File: config.mk
export PLATFORM = sky130hd
export DESIGN_NAME = alu_seq
export DESIGN_NICKNAME = d
export VERILOG_FILES = /design/src/rtl/alu_pkg.sv /design/src/rtl/alu_iter.sv /design/src/rtl/alu_seq.sv
export SDC_FILE = /design/constraint.sdc
export NUM_CORES = 1
export LEC_CHECK = 0
export CORE_ASPECT_RATIO = 1.75
export CORE_MARGIN = 5
export CORE_UTILIZATION = 50
export DETAILED_ROUTE_END_ITERATION = 16
export GPL_TIMING_DRIVEN = 0
export PLACE_DENSITY_LB_ADDON = 0.2
export SLEW_MARGIN = 5
export SYNTH_ARGS = -nofsm -noshare
export SYNTH_HDL_FRONTEND = slang
export SYNTH_SLANG_ARGS = --single-unit
export TNS_END_PERCENT = 100
File: constraint.sdc
create_clock -name clk_i -period 16.21 [get_ports clk_i]
set_input_delay 3.242 -clock clk_i [delete_from_list [all_inputs] [get_ports clk_i]]
set_output_delay 3.242 -clock clk_i [all_outputs]
set_load 0.01 [all_outputs]
File: src/rtl/alu_pkg.sv
// rtl/alu_pkg.sv - shared op-group encodings and FSM state type for alu_seq
package alu_pkg;

    localparam logic [1:0] GRP_ARITH = 2'b00;
    localparam logic [1:0] GRP_LOGIC = 2'b01;
    localparam logic [1:0] GRP_SHIFT = 2'b10;
    localparam logic [1:0] GRP_EXT   = 2'b11;

    localparam logic [1:0] OP_ADD  = 2'b00;
    localparam logic [1:0] OP_ADDC = 2'b01;
    localparam logic [1:0] OP_SUB  = 2'b10;
    localparam logic [1:0] OP_SUBC = 2'b11;

    localparam logic [1:0] OP_AND  = 2'b00;
    localparam logic [1:0] OP_OR   = 2'b01;
    localparam logic [1:0] OP_XOR  = 2'b10;
    localparam logic [1:0] OP_MASK = 2'b11;

    localparam logic [1:0] OP_SHL  = 2'b00;
    localparam logic [1:0] OP_SHR  = 2'b01;
    localparam logic [1:0] OP_ROL  = 2'b10;
    localparam logic [1:0] OP_ROR  = 2'b11;

    localparam logic [1:0] OP_MUL  = 2'b00;

    typedef enum logic [1:0] {
        IDLE,
        SHIFT,
        MUL
    } state_t;

endpackage

File: src/rtl/alu_iter.sv
// rtl/alu_iter.sv - iterative shift/multiply datapath with shared step counter
module alu_iter
    import alu_pkg::*;
#(
    parameter int WIDTH = 8,
    parameter int CNT_W = $clog2(WIDTH)
) (
    input  logic               clk_i,
    input  logic               rst_n_i,
    input  logic               load,
    input  logic               step,
    input  logic               load_mul,
    input  logic [1:0]         load_op,
    input  logic [WIDTH-1:0]   rs,
    input  logic [WIDTH-1:0]   op2,
    input  logic [CNT_W-1:0]   count,
    output logic [WIDTH-1:0]   shift_nxt,
    output logic               shift_out,
    output logic [2*WIDTH-1:0] prod_nxt,
    output logic               last_step
);

    logic [WIDTH-1:0]   sreg_q;
    logic [WIDTH-1:0]   mcand_q;
    logic [2*WIDTH-1:0] acc_q;
    logic [CNT_W-1:0]   cnt_q;
    logic [1:0]         op_q;

    logic [1:0]         op_cur;
    logic [WIDTH-1:0]   src;
    logic [WIDTH-1:0]   a_hi;
    logic [WIDTH-1:0]   a_lo;
    logic [WIDTH-1:0]   m;
    logic [WIDTH:0]     sum;

    // The load edge already performs the first step, straight from the operand inputs.
    always_comb begin
        op_cur = load ? load_op : op_q;
        src    = load ? rs : sreg_q;
        case (op_cur)
            OP_SHL: begin
                shift_nxt = {src[WIDTH-2:0], 1'b0};
                shift_out = src[WIDTH-1];
            end
            OP_SHR: begin
                shift_nxt = {1'b0, src[WIDTH-1:1]};
                shift_out = src[0];
            end
            OP_ROL: begin
                shift_nxt = {src[WIDTH-2:0], src[WIDTH-1]};
                shift_out = src[WIDTH-1];
            end
            default: begin
                shift_nxt = {src[0], src[WIDTH-1:1]};
                shift_out = src[0];
            end
        endcase

        a_hi     = load ? '0 : acc_q[2*WIDTH-1:WIDTH];
        a_lo     = load ? rs : acc_q[WIDTH-1:0];
        m        = load ? op2 : mcand_q;
        sum      = {1'b0, a_hi} + (a_lo[0] ? {1'b0, m} : '0);
        prod_nxt = {sum, a_lo[WIDTH-1:1]};

        last_step = load ? (!load_mul && (count == CNT_W'(1))) : (cnt_q == CNT_W'(1));
    end

    // cnt_q holds the number of steps still to run after the current edge.
    always_ff @(posedge clk_i) begin
        if (!rst_n_i) begin
            sreg_q  <= '0;
            mcand_q <= '0;
            acc_q   <= '0;
            cnt_q   <= '0;
            op_q    <= '0;
        end else if (load || step) begin
            sreg_q <= shift_nxt;
            acc_q  <= prod_nxt;
            if (load) begin
                mcand_q <= op2;
                op_q    <= load_op;
                cnt_q   <= load_mul ? CNT_W'(WIDTH - 1) : count - CNT_W'(1);
            end else begin
                cnt_q <= cnt_q - CNT_W'(1);
            end
        end
    end

endmodule

File: src/rtl/alu_seq.sv
// rtl/alu_seq.sv - registered ALU with single-cycle ops and iterative shift/multiply
module alu_seq
    import alu_pkg::*;
#(
    parameter int WIDTH = 8,
    parameter int CNT_W = $clog2(WIDTH)
) (
    input  logic             clk_i,
    input  logic             rst_n_i,
    input  logic             start_i,
    input  logic [WIDTH-1:0] rs_i,
    input  logic [WIDTH-1:0] op2_i,
    input  logic [3:0]       ALUOp_i,
    input  logic             carry_i,
    input  logic [CNT_W-1:0] count_i,
    output logic             ready_o,
    output logic             done_o,
    output logic [WIDTH-1:0] res_o,
    output logic [WIDTH-1:0] res_hi_o,
    output logic             carry_o,
    output logic             zero_o
);

    state_t             state_q, state_d;
    logic               done_q, done_d;
    logic [WIDTH-1:0]   res_q, res_d, hi_q, hi_d;
    logic               c_q, c_d, zero_q, upd;
    logic               load, step, it_last, shift_out;
    logic [WIDTH-1:0]   shift_nxt, logic_res;
    logic [2*WIDTH-1:0] prod_nxt;
    logic [WIDTH:0]     arith, ext_rs, ext_op2, ext_cin;
    logic [1:0]         grp, op;

    assign grp = ALUOp_i[3:2];
    assign op  = ALUOp_i[1:0];

    alu_iter #(.WIDTH(WIDTH), .CNT_W(CNT_W)) u_iter (
        .clk_i     (clk_i),
        .rst_n_i   (rst_n_i),
        .load      (load),
        .step      (step),
        .load_mul  (grp == GRP_EXT),
        .load_op   (op),
        .rs        (rs_i),
        .op2       (op2_i),
        .count     (count_i),
        .shift_nxt (shift_nxt),
        .shift_out (shift_out),
        .prod_nxt  (prod_nxt),
        .last_step (it_last)
    );

    // Subtraction at WIDTH+1 bits leaves the borrow in the top bit.
    always_comb begin
        ext_rs  = {1'b0, rs_i};
        ext_op2 = {1'b0, op2_i};
        ext_cin = {{WIDTH{1'b0}}, carry_i};
        case (op)
            OP_ADD:  arith = ext_rs + ext_op2;
            OP_ADDC: arith = ext_rs + ext_op2 + ext_cin;
            OP_SUB:  arith = ext_rs - ext_op2;
            default: arith = ext_rs - ext_op2 - ext_cin;
        endcase
        case (op)
            OP_AND:  logic_res = rs_i & op2_i;
            OP_OR:   logic_res = rs_i | op2_i;
            OP_XOR:  logic_res = rs_i ^ op2_i;
            default: logic_res = rs_i & ~op2_i;
        endcase
    end

    always_comb begin
        state_d = state_q;
        done_d  = 1'b0;
        upd     = 1'b0;
        res_d   = '0;
        hi_d    = '0;
        c_d     = 1'b0;
        load    = 1'b0;
        step    = 1'b0;
        case (state_q)
            IDLE: begin
                if (start_i) begin
                    case (grp)
                        GRP_ARITH: begin
                            upd          = 1'b1;
                            done_d       = 1'b1;
                            {c_d, res_d} = arith;
                        end
                        GRP_LOGIC: begin
                            upd    = 1'b1;
                            done_d = 1'b1;
                            res_d  = logic_res;
                        end
                        GRP_SHIFT: begin
                            if (count_i == '0) begin
                                upd    = 1'b1;
                                done_d = 1'b1;
                                res_d  = rs_i;
                            end else begin
                                load = 1'b1;
                                if (it_last) begin
                                    upd    = 1'b1;
                                    done_d = 1'b1;
                                    res_d  = shift_nxt;
                                    c_d    = shift_out;
                                end else begin
                                    state_d = SHIFT;
                                end
                            end
                        end
                        default: begin
                            if (op == OP_MUL) begin
                                load    = 1'b1;
                                state_d = MUL;
                            end else begin
                                upd    = 1'b1;
                                done_d = 1'b1;
                            end
                        end
                    endcase
                end
            end
            SHIFT: begin
                step = 1'b1;
                if (it_last) begin
                    upd     = 1'b1;
                    done_d  = 1'b1;
                    res_d   = shift_nxt;
                    c_d     = shift_out;
                    state_d = IDLE;
                end
            end
            MUL: begin
                step = 1'b1;
                if (it_last) begin
                    upd           = 1'b1;
                    done_d        = 1'b1;
                    {hi_d, res_d} = prod_nxt;
                    c_d           = |prod_nxt[2*WIDTH-1:WIDTH];
                    state_d       = IDLE;
                end
            end
            default: state_d = IDLE;
        endcase
    end

    always_ff @(posedge clk_i) begin
        if (!rst_n_i) begin
            state_q <= IDLE;
            done_q  <= 1'b0;
            res_q   <= '0;
            hi_q    <= '0;
            c_q     <= 1'b0;
            zero_q  <= 1'b1;
        end else begin
            state_q <= state_d;
            done_q  <= done_d;
            if (upd) begin
                res_q  <= res_d;
                hi_q   <= hi_d;
                c_q    <= c_d;
                zero_q <= (res_d == '0);
            end
        end
    end

    assign ready_o  = (state_q == IDLE);
    assign done_o   = done_q;
    assign res_o    = res_q;
    assign res_hi_o = hi_q;
    assign carry_o  = c_q;
    assign zero_o   = zero_q;

endmodule
Word level (Yosys, flattened, before mapping):

Cells that the tools add are included.

* register bits after elaboration: 58
* input port bits: 27
* output and inout bits: 20
* logic and storage cells: 100

* add/subtract/negate cells: 7
* eq/ne operators: 17
* mux-type cells: 46
* bitwise logic cells: 5
* reductions and logical operators: 14

Operators by type and width (number)
* $pmux W8 S3: 4
* $mux W8: 11
* $pmux W9 S3: 1
* $and A8 B8 Y8: 2
* $mux W1: 15
* $mux W2: 6
* $eq A2 B2 Y1 const B: 5
* $add A8 B8 Y9: 1
* $add A8 B9 Y9: 1
* $add A9 B1 Y9: 1
* $sub A8 B8 Y9: 1
* $sub A9 B1 Y9: 1
* $eq A2 B1 Y1 const B: 4
* $logic_not A2 Y1: 4
* $logic_not A8 Y1: 1
* $not A8 Y8: 1
* $or A8 B8 Y8: 1
* $pmux W1 S2: 4
* $pmux W2 S2: 2
* $reduce_or A8 Y1: 1
* $xor A8 B8 Y8: 1
* $eq A3 B1 Y1 const B: 2
* $mux W3: 2
* $ne A3 B3 Y1 const B: 2
* 11 further kinds: 15

Logic depth before layout (Yosys ltp):

* depth after elaboration: 14
* gate-level depth with buffers: 24

By module:

From an unflattened synthesis, not the netlist that was laid out.

* cells, all modules: 750
* area total of the unflattened synthesis: 5759.3 sq um

By module, submodules not included
* alu_seq: instances 1, cells each 453, area each 3270.6 sq um, sequential area each 420.4 sq um
* alu_iter: instances 1, cells each 297, area each 2488.6 sq um, sequential area each 740.7 sq um

Least setup slack after synthesis:

Ideal clock, no wire load.

* kind: input port to flip-flop
* from: input ALUOp_i[0]
* to: register c_q, in the netlist carry_o
* setup time: 131 ps
* arrival: 7295 ps
* path slack: 8784 ps
* stages: 23
* path buffers: 7
* cells stage by stage: clkbuf_1 -> clkbuf_1 -> inv_1 -> ha_1 -> buf_4 -> nand2b_1 -> nand4_2 -> buf_2 -> buf_2 -> buf_1 -> buf_1 -> nand3_1 -> o31ai_1 -> ha_1 -> a21o_1 -> a21oi_1 -> nand2b_1 -> a21oi_1 -> o22ai_1 -> xnor2_1 -> nand4b_1 -> a221oi_1 -> o22ai_1

* word-level cells in the longest chain between the ends: 14

Ends and longest elaborated chain
* start, declared: line alu_seq.sv:13 `input logic [3:0] ALUOp_i,`
* parallel branches: the longest is 14 deep, another holds $add A8 B9 Y9
* end signal, assigned: line alu_seq.sv:154 `c_q <= 1'b0;`
* end signal, assigned: line alu_seq.sv:162 `c_q <= c_d;`
* end, declared: line alu_seq.sv:27 `logic c_q, c_d, zero_q, upd;`

Several ways; the timed one is not identified.
A chain may end at the register's enable or synchronous reset.

Final worst setup path:

Same ends and word-level chain as after synthesis.

==> results.cfg <==
[power]
p_sw_uw = 321
ir_drop_v = 0.000106
p_total_uw = 773
p_seq_share_pct = 24.9
p_comb_share_pct = 48.0
p_clk_share_pct = 27.1
p_int_uw = 451
p_sw_share_pct = 41.6
power.density_nw_per_um2 = 126
leakagePower_nw = 2.46

[clock_network]
hold_buffers = 0
clock-root-buffer = clkbuf_16
post_cts_resized = 0
h-tree-depth = 3
clkSinkCount = 58
postCtsSetupBuffers = 0
cts_tree = built
numCtsBuffers = 9
cts.clk_slew.worst_paths_ns = 0.06
cts_buffer_depth = 2
clk_latency_ns = 0.33

[cells_and_area]
drive_above_1_share_pct = 6.28
num_antenna_cells = 0
layout_common_cells = 81 x nand2_1, 72 x a21oi_1, 64 x nor2_1, 58 x dfxtp_1, 49 x ha_1
nets = 822
final_util_pct = 60.1
nFillCells = 966
areaGrowthSynthToFinish_pct = 17.8
final_common_cell = nand2_1

[sta]
setup_viol = 0
clock_skew_ns = 0.00590
fin_crit_ns = 8.97
finalHoldViolCount = 0
rsz0062_at_grt = no
setup_slack_ns = 7.24
final_max_slew_viol_count = 0
relSlewSlack_pct = 51.7
final.setup.tns_ns = 0
worstMarginPinSlew_ns = 0.725
fin_hold_ws_ns = 0.448
fin_crit_sh_pct = 55.3
clock.fmax_mhz = 111

[logic_synthesis]
synth-edff-count = 0
yosysWarningCount = 0
synth_top_flop_cell = dfxtp_1
synth_area_sq_um = 5220
ys_seq_area_share_pct = 22.2
avgSynthCellArea_sq_um = 7.59
syn_nets = 767
synthDistinctLibCells = 73
synth_seq_cells = 58
syn-instance-count = 688
ys_async_sr_fraction_pct = 0

[setup_path]
crit_type = primary input to flop
critPathCaptureType = flop
required_ns = 16.41
worstPathArrival_ns = 9.17
crit_fanout = 10
critPathLaunchType = primary input

[global_route]
antenna_found_initial = 0
grt_max_degree = 12
grt_pass1_vias = 5476
grt_overflow = 0
grt_pass1_wl_um = 28500
grtUsageTotal_pct = 29.0

[floorplan]
initial_core_util_pct = 51.0
core_sq_um = 10200
die_y_um = 145
die_width_um = 87.3
rows = 49
die_area_sq_um = 12700
io_pins = 47

[drt]
ant_nets = 0
drtIter0Drc = 351
wl_per_cell_um = 20.9
drt_pass1_iterations = 5
vias = 5330
drcViolationCount = 0
routed_wirelength_um = 18300
routed_via_density = 6.09

[hold_path]
min_path_type = flop to flop

[run_status]
run_status = finished, final reports clean

[place]
io_buffers = 44
dpl.hpwl_um = 14800
gp_congestion = 0.976
pre_cts_ws_ns = 6.99

[run]
drv_cap = 0
## layout make-up
| type | count | area (sq um) | area share [%] |
|---|---|---|---|
| Buffer | 43 | 203 | 3.29 |
| Clock buffer | 10 | 239 | 3.88 |
| Clock inverter | 6 | 90.1 | 1.46 |
| Multi-Input combinational cell | 543 | 3690 | 60.1 |
| Inverter | 44 | 165 | 2.68 |
| Timing Repair Buffer | 44 | 440 | 7.16 |
| Sequential cell | 58 | 1160 | 18.9 |
| Tap cell | 127 | 159 | 2.58 |
## worst max-delay path, cell delays in order
cell	delay [ns]
clkdlybuf4s50_1	0.53
clkbuf_1	0.26
clkbuf_1	0.38
inv_1	0.15
ha_1	0.22
buf_4	0.19
nand2b_1	0.21
nand4_2	0.15
buf_2	0.24
buf_2	0.26
buf_1	0.44
buf_1	0.48
nand3_1	0.14
o31ai_1	0.11
ha_1	0.32
a21o_1	0.20
a21oi_1	0.21
o21bai_1	0.09
a21oi_1	0.23
o21bai_1	0.11
a21oi_1	0.33
nand4b_1	0.21
a221oi_1	0.34
o22ai_1	0.13
## flip-flops by register name, summed over array words and instances (netlist names)
signal          cells
u_iter.acc_q       16
u_iter.op_q         2
done_o              1
u_iter.cnt_q        3
u_iter.sreg_q       8
zero_o              1
res_o               8
u_iter.mcand_q      8
res_hi_o            8
state_q             2
carry_o             1
## metrics by stage
step	cell area [sq um]	instances
5_1_grt	6150	875
4_1_cts	6150	875
3_3_place_gp	5820	859
6_report	6150	875
3_5_place_dp	5820	859
2_1_floorplan	5220	688
## cells in the mapped netlist (15+ instances only)
cell type | number | area, sq um
nand2_1 | 81 | 304
xor2_1 | 22 | 193
a211oi_1 | 29 | 218
a21oi_1 | 72 | 360
clkbuf_1 | 28 | 105
xnor2_1 | 15 | 131
nand3_1 | 18 | 90.1
inv_1 | 42 | 158
o21ai_0 | 25 | 125
ha_1 | 49 | 613
dfxtp_1 | 58 | 1160
nor2_1 | 64 | 240
## power by group through the flow
stage / Combinational [mW] / Sequential [mW] / Clock [mW]
CTS: 0.367 / 0.192 / 0.210
global route: 0.401 / 0.196 / 0.216
detailed placement: 0.363 / 0.195 / 0
finish: 0.371 / 0.193 / 0.209
floorplan: 0.238 / 0.196 / 0
global placement: 0.358 / 0.194 / 0
## kinds of logic (layout without fill, tap and decap cells)
kind of cell	after synthesis	after routing	share of synthesized area, %
compound gates	210	210	27.4
xor+xnor	39	39	6.83
fa+ha+maj	52	52	12.9
buf+inv	87	147	7.04
flops	58	58	22.2
mux	16	16	3.16
simple gates	226	226	20.5
## metal layers
| layer | share of wire, % | track usage (%) |
|---|---|---|
| met1 | 36 | 30.3 |
| met5 | 0 | 0 |
| met2 | 53 | 52.0 |
| met3 | 3.8 | 3.40 |
| met4 | 7.4 | 19.5 |
## worst paths after layout
path	from	endpoint	slack, ns	depth (start not counted)
worst max register to register	state_q[0]	carry_o	11.16	20
worst min-delay path	u_iter.acc_q[12]	u_iter.acc_q[12]	0.45	2
worst min register to register	u_iter.acc_q[12]	u_iter.acc_q[12]	0.45	2
worst max-delay path	ALUOp_i[0]	carry_o	7.24	24
Note: power is estimated with default switching activity, not from simulation.
